<file path="src/rtl/register_file_pkg.sv">
`default_nettype none
// ============================================================================
// Module      : register_file_pkg
// Description : Shared widths and enums for the register-file write path.
// Revision    : 1.0
// ============================================================================
package register_file_pkg;

    localparam int ADDR_W    = 5;
    localparam int DATA_W    = 32;
    localparam int REG_COUNT = 32;

    typedef enum logic [0:0] {
        INIT = 1'b0,
        RUN  = 1'b1
    } state_t;

    typedef enum logic [0:0] {
        SRC_ALU    = 1'b0,
        SRC_MEMORY = 1'b1
    } src_t;

endpackage
`default_nettype wire

</file>
<file path="src/rtl/round_robin_arbiter_2.sv">
`default_nettype none
// ============================================================================
// Module      : round_robin_arbiter_2
// Description : Two-way round-robin grant; pointer moves on accepted grants.
// Revision    : 1.0
// ============================================================================
module round_robin_arbiter_2
    import register_file_pkg::*;
(
    input  logic clk,
    input  logic reset_n,
    input  logic i_enable,
    input  logic i_req_alu,
    input  logic i_req_mem,
    output logic o_gnt_alu,
    output logic o_gnt_mem
);

    src_t r_last;

    always_comb begin
        o_gnt_alu = 1'b0;
        o_gnt_mem = 1'b0;
        if (i_enable) begin
            if (i_req_alu && i_req_mem) begin
                if (r_last == SRC_ALU) begin
                    o_gnt_mem = 1'b1;
                end else begin
                    o_gnt_alu = 1'b1;
                end
            end else begin
                o_gnt_alu = i_req_alu;
                o_gnt_mem = i_req_mem;
            end
        end
    end

    // A grant is only ever issued to a requesting source, so a grant is a handshake.
    always_ff @(posedge clk or negedge reset_n) begin
        if (!reset_n) begin
            r_last <= SRC_ALU;
        end else if (o_gnt_alu) begin
            r_last <= SRC_ALU;
        end else if (o_gnt_mem) begin
            r_last <= SRC_MEMORY;
        end
    end

endmodule
`default_nettype wire

</file>
<file path="src/rtl/register_write_arbiter.sv">
`default_nettype none
// ============================================================================
// Module      : register_write_arbiter
// Description : Zeroes the register file after reset, then arbitrates ALU and
//               load-unit writebacks into one registered write port.
// Revision    : 1.0
// ============================================================================
module register_write_arbiter
    import register_file_pkg::*;
#(
    parameter logic INIT_CLEAR = 1'b1
) (
    input  logic              clk,
    input  logic              reset_n,
    input  logic              alu_write_valid,
    output logic              alu_write_ready,
    input  logic [ADDR_W-1:0] alu_write_address,
    input  logic [DATA_W-1:0] alu_write_data,
    input  logic              memory_write_valid,
    output logic              memory_write_ready,
    input  logic [ADDR_W-1:0] memory_write_address,
    input  logic [DATA_W-1:0] memory_write_data,
    output logic              register_write_enable,
    output logic [ADDR_W-1:0] register_write_address,
    output logic [DATA_W-1:0] register_write_data,
    output logic              init_done
);

    localparam state_t            c_RESET_STATE = (INIT_CLEAR != 1'b0) ? INIT : RUN;
    localparam logic [ADDR_W-1:0] c_LAST_ADDR   = ADDR_W'(REG_COUNT - 1);

    state_t            r_state;
    state_t            w_next_state;
    logic [ADDR_W-1:0] r_count;
    logic              r_we;
    logic [ADDR_W-1:0] r_waddr;
    logic [DATA_W-1:0] r_wdata;
    logic              w_run;
    logic              w_gnt_alu;
    logic              w_gnt_mem;
    logic [ADDR_W-1:0] w_sel_addr;
    logic [DATA_W-1:0] w_sel_data;

    // Gated with reset_n so readies and init_done drop the instant reset asserts,
    // including the INIT_CLEAR=0 case where the reset state is already RUN.
    assign w_run = (r_state == RUN) && reset_n;

    round_robin_arbiter_2 u_arb (
        .clk       (clk),
        .reset_n   (reset_n),
        .i_enable  (w_run),
        .i_req_alu (alu_write_valid),
        .i_req_mem (memory_write_valid),
        .o_gnt_alu (w_gnt_alu),
        .o_gnt_mem (w_gnt_mem)
    );

    always_comb begin
        w_next_state = r_state;
        if ((r_state == INIT) && (r_count == c_LAST_ADDR)) begin
            w_next_state = RUN;
        end
    end

    always_ff @(posedge clk or negedge reset_n) begin
        if (!reset_n) begin
            r_state <= c_RESET_STATE;
        end else begin
            r_state <= w_next_state;
        end
    end

    assign w_sel_addr = w_gnt_alu ? alu_write_address : memory_write_address;
    assign w_sel_data = w_gnt_alu ? alu_write_data    : memory_write_data;

    always_ff @(posedge clk or negedge reset_n) begin
        if (!reset_n) begin
            r_count <= '0;
            r_we    <= 1'b0;
            r_waddr <= '0;
            r_wdata <= '0;
        end else if (r_state == INIT) begin
            r_we    <= 1'b1;
            r_waddr <= r_count;
            r_wdata <= '0;
            r_count <= r_count + 1'b1;
        end else if (w_gnt_alu || w_gnt_mem) begin
            // x0 is hardwired to zero: accept the write but suppress the strobe.
            r_we    <= (w_sel_addr != '0);
            r_waddr <= w_sel_addr;
            r_wdata <= w_sel_data;
        end else begin
            r_we    <= 1'b0;
        end
    end

    assign alu_write_ready        = w_gnt_alu;
    assign memory_write_ready     = w_gnt_mem;
    assign register_write_enable  = r_we;
    assign register_write_address = r_waddr;
    assign register_write_data    = r_wdata;
    assign init_done              = w_run;

endmodule
`default_nettype wire

</file>
<file path="config.mk">
export PLATFORM = sky130hd
export DESIGN_NAME = register_write_arbiter
export DESIGN_NICKNAME = d
export VERILOG_FILES = /design/src/rtl/register_file_pkg.sv /design/src/rtl/round_robin_arbiter_2.sv /design/src/rtl/register_write_arbiter.sv
export SDC_FILE = /design/constraint.sdc
export NUM_CORES = 1
export LEC_CHECK = 0
export ABC_AREA = 1
export BUFFER_PORTS_ARGS = -buffer_cell sky130_fd_sc_hd__buf_2
export CAP_MARGIN = 15
export CORE_UTILIZATION = 48
export DETAILED_ROUTE_END_ITERATION = 10
export GPL_ROUTABILITY_DRIVEN = 1
export HOLD_SLACK_MARGIN = 0.03
export PLACE_DENSITY = 0.94
export SLEW_MARGIN = 20
export SYNTH_ARGS = -nofsm -noshare
export SYNTH_HDL_FRONTEND = slang
export SYNTH_SLANG_ARGS = --single-unit
</file>
<file path="constraint.sdc">
create_clock -name clk -period 2 [get_ports clk]
set_input_delay 0.1 -clock clk [delete_from_list [all_inputs] [get_ports clk]]
set_output_delay 0.1 -clock clk [all_outputs]
set_load 0.01 [all_outputs]
</file>
### Word level (Yosys, flattened, before mapping)

Index checks and enable logic that the tools add are counted.

* register bits after elaboration: 45
* output and inout port bits: 41

* equal/unequal tests: 2
* mux-type cells: 16
* bitwise gates (word level): 1
* reductions and logical operators: 6
* add/subtract/negate cells: 1

Operator list (number)
* $mux W32: 3
* $mux W5: 3
* $mux W1: 10
* $add A5 B1 Y5 const B: 1
* $eq A5 B5 Y1 const B: 1
* $reduce_bool A5 Y1: 1
* $logic_and A1 B1 Y1: 3
* $ne A2 B1 Y1 const B: 1
* $reduce_bool A2 Y1: 1
* $logic_or A1 B1 Y1: 1
* $not A1 Y1: 1

### Longest topological paths before layout

* depth after elaboration: 7
* gate-level depth with buffers: 9
* depth with buffers taken out: 9

### Modules after synthesis

From an unflattened synthesis, not the netlist that was laid out.

* cell total of the unflattened synthesis: 236
* area total of the unflattened synthesis: 2243.4 sq um

Modules (own cells, without submodules)
* register_write_arbiter: cells an instance 224, times used 1, area an instance 2170.8 sq um, sequential area each 1101.1 sq um
* round_robin_arbiter_2: cells an instance 12, times used 1, area an instance 72.6 sq um, sequential area each 25.0 sq um

### Worst setup path after synthesis

No wires, ideal clock.

* path type: flip-flop to flip-flop
* start: register r_count[0]
* end: register r_state
* clock period less this slack: 1.213 ns
* setup slack: 0.787 ns
* arrival: 1.085 ns
* cell stages (with the launch flop): 6
* path through: dfrtp_1 -> ha_1 -> nand2_1 -> nor2_1 -> ha_1 -> or2_2

* word-level cells in the longest chain between the ends: 2

RTL lines
* start: declaration: line register_write_arbiter.sv:34 `logic [ADDR_W-1:0] r_count;`
* start signal: assignment: line register_write_arbiter.sv:86 `r_count <= r_count + 1'b1;`
* $eq A5 B5 Y1: line register_write_arbiter.sv:60 `if ((r_state == INIT) && (r_count == c_LAST_ADDR)) begin`
* $logic_and A1 B1 Y1: line register_write_arbiter.sv:60
* end signal: assignment: line register_write_arbiter.sv:67 `r_state <= c_RESET_STATE;`
* end signal: assignment: line register_write_arbiter.sv:69 `r_state <= w_next_state;`
* end: declaration: line register_write_arbiter.sv:32 `state_t r_state;`

No other way between the ends.
A chain may end at the register's enable or synchronous reset.

### Final worst setup path

* start: input port reset_n
* end: output port alu_write_ready

* word-level cells in the longest chain between the ends: 2

RTL lines
* start: declaration: line register_write_arbiter.sv:14 `input logic reset_n,`
* $logic_and A1 B1 Y1: line register_write_arbiter.sv:46 `assign w_run = (r_state == RUN) && reset_n;`
* $mux W1: line round_robin_arbiter_2.sv:24 `if (i_enable) begin`
* end: declaration: line register_write_arbiter.sv:16 `output logic alu_write_ready,`

No other way between the ends.

==> impl_metrics.tcl <==
set metrics [dict create \
    status "completed" \
    p_sw_w 0.000633 \
    power_frac_comb_pct 23.6 \
    fillers 352 \
    syn_area_per_cell_um2 8.19 \
    period_share_pct 88.2 \
    grt_overflow 0 \
    tightest_slew_ns 0.563 \
    hpwl_um 4090 \
    diodes 0 \
    ys_async_sr_fraction_pct 100 \
    grt_pass1_vias 2125 \
    dr.pass1.iters 4 \
    vias 2239 \
    max_freq_mhz 567 \
    multi_input_area_um2 885 \
    drt_iter0_drc 158 \
    cts_root_buf "clkbuf_8" \
    critPathKind "in2out" \
    yosysUniqueCellTypes 25 \
    cts_tree "yes" \
    routabilityCongestion 0.801 \
    start_util_pct 52.0 \
    ys_seq_elements 45 \
    synth_top_flop_cell "dfrtp_1" \
    portBuffers 118 \
    switching_share_pct 30.1 \
    syn_inst 263 \
    h-tree-depth 2 \
    antenna_left 0 \
    die_height_um 69.0 \
    place_ws_ns 0.469 \
    drive_gt1_share_pct 37.3 \
    syn_area_um2 2150 \
    min_delay_path_depth 3 \
    grt_pass1_wl_um 8880 \
    cts_sinks 45 \
    die-area_um2 4760 \
    path_clk_slew_ns 0.09 \
    internal_power_w 0.00147 \
    synth_nets 343 \
    cts.path.max_buffers 2 \
    fin_skew_ns 0.00871 \
    worst_slack_ns 0.236 \
    fin_nets 460 \
    setup_viol 0 \
    clkPwrFrac_pct 25.4 \
    wirelength_um 5550 \
    coreArea_um2 4140 \
    hold_path_class "in2reg" \
    tns_ns 0 \
    io_pins 119 \
    maxCapViolations 0 \
    max-slew-margin-rel_pct 62.4 \
    seqPwrFrac_pct 51.0 \
    grt_max_degree 46 \
    synth-seq-area-share_pct 52.3 \
    grt.total_usage_pct 25.3 \
    grt_setup_unrepaired "no" \
    cp.required_ns 1.90 \
    p_leak_nw 1.54 \
    rows 23 \
    area_growth_pct 32.1 \
    die_w_um 69.0 \
    drcViolationCount 0 \
    register_area_um2 1130 \
    hold_viol 0 \
    clock_latency_ns 0.29 \
    antenna_found_initial 0 \
    path_max_fanout 25 \
    r2r_cells 7 \
    worstPathArrival_ns 1.66 \
    synth_edf_count 0 \
    viasPerCell 5.19 \
    yosys_warnings 0 \
    ir_worst_vdd_mv 0.488 \
    layout_min_cycle_time_ns 1.76 \
    avgRoutedWirePerCell_um 12.9 \
    cp-start-kind "primary input" \
    end_kind "primary output" \
    final_max_slew_viol_count 0 \
    cts_made_buffers 5 \
    cts_resized 0 \
    power_density_nw_per_um2 740 \
]
==> layer usage <==
metal	GRT usage, %	vias to the layer above	wire length (um)
li1	-	1094	-
met1	30.2	1037	2280
met2	44.2	102	2740
met3	6.41	6	484
met4	7.91	0	51
met5	0	-	0
==> area by class of cell <==
type | count | area share [%]
Sequential cell | 45 | 39.6
Multi-Input combinational cell | 190 | 31.1
Clock buffer | 6 | 2.55
Clock inverter | 2 | 0.352
Timing Repair Buffer | 123 | 22.2
Inverter | 15 | 2.07
Tap cell | 50 | 2.20
==> cell usage after synthesis, types with 2 or more instances <==
cell	number	share of area, %
nand2_1	59	10
dfrtp_1	45	52
nor2_1	38	6.6
o21ai_1	38	8.8
o21ai_0	26	6.0
buf_2	10	2.3
inv_1	10	1.7
nand3_1	9	2.1
a21oi_1	4	0.93
inv_2	4	0.70
buf_6	3	1.6
ha_1	2	1.2
nand2_2	2	0.58
or2_2	2	0.58
==> what timing repair did <==
action                                 in CTS  in global routing
buffers inserted                            0                  0
hold buffers                                1                  0
endpoints found under the hold margin      45                  0
==> cells by family after synthesis <==
logic type | after synthesis | share of synthesized area [%]
buffers and inverters | 28 | 6.62
XOR/XNOR | 2 | 0.814
AO/OA/AOI/OAI | 72 | 17.3
AND/OR/NAND/NOR | 114 | 21.8
flip-flops | 45 | 52.3
adder cells (fa/ha/maj) | 2 | 1.16
==> layout by cell type (no fill, tap or decap), types with 2 or more instances in the layout <==
cell / netlist / routed
a21oi_1: 4 / 4
buf_2: 10 / 118
buf_4: 0 / 4
clkbuf_8: 0 / 5
clkinv_2: 0 / 2
dfrtp_1: 45 / 45
ha_1: 2 / 2
inv_1: 10 / 10
inv_2: 4 / 4
nand2_1: 59 / 59
nand2_2: 2 / 2
nand3_1: 9 / 9
nor2_1: 38 / 38
o21ai_0: 26 / 26
o21ai_1: 38 / 38
or2_2: 2 / 2
==> stage by stage <==
stage / util [%] / instances / total power [W] / hold WS (ns) / area (um^2)
floorplan: - / 263 / 0.00135 / -0.196 / 2150
global placement: 66.4 / 422 / 0.00157 / 0.295 / 2750
detailed placement: 66.4 / 422 / 0.00159 / 0.291 / 2750
CTS: 68.7 / 431 / 0.00212 / 0.0586 / 2850
global route: 68.7 / 431 / 0.00225 / 0.0604 / 2850
finish: 68.7 / 431 / 0.00210 / 0.0642 / 2850
==> path summary, 6_finish.rpt <==
check,from,to,slack [ns]
setup / recovery,reset_n,alu_write_ready,0.24
hold / removal,memory_write_data[14],register_write_data[14],0.06
setup reg to reg,u_arb.r_last,register_write_data[15],0.44
hold reg to reg,register_write_data[24],register_write_data[24],0.48
max in group asynchronous,reset_n,register_write_data[17],1.13
min in group asynchronous,reset_n,r_count[2],0.49
==> power by group through the flow <==
stage                     clock (W)  combinational [W]  sequential (W)
final                      0.000534           0.000498         0.00107
after floorplan                   0           0.000206         0.00114
after CTS                  0.000547           0.000502         0.00107
after detailed placement          0           0.000500         0.00109
after global placement            0           0.000487         0.00109
after global routing       0.000595           0.000566         0.00109
==> worst max-delay path, cell delays in order <==
cell and delay, ns:
dlygate4sd3_1 0.52, buf_2 0.15, nand2_2 0.09, nor2_4 0.16, nand2_4 0.18, inv_4 0.27
buf_2 0.19
==> registers in the layout, indices dropped and copies added, names as in the netlist <==
signal	count
u_arb.r_last	1
register_write_enable	1
register_write_data	32
r_state	1
r_count	5
register_write_address	5
Note: power is estimated with default switching activity, not from simulation.
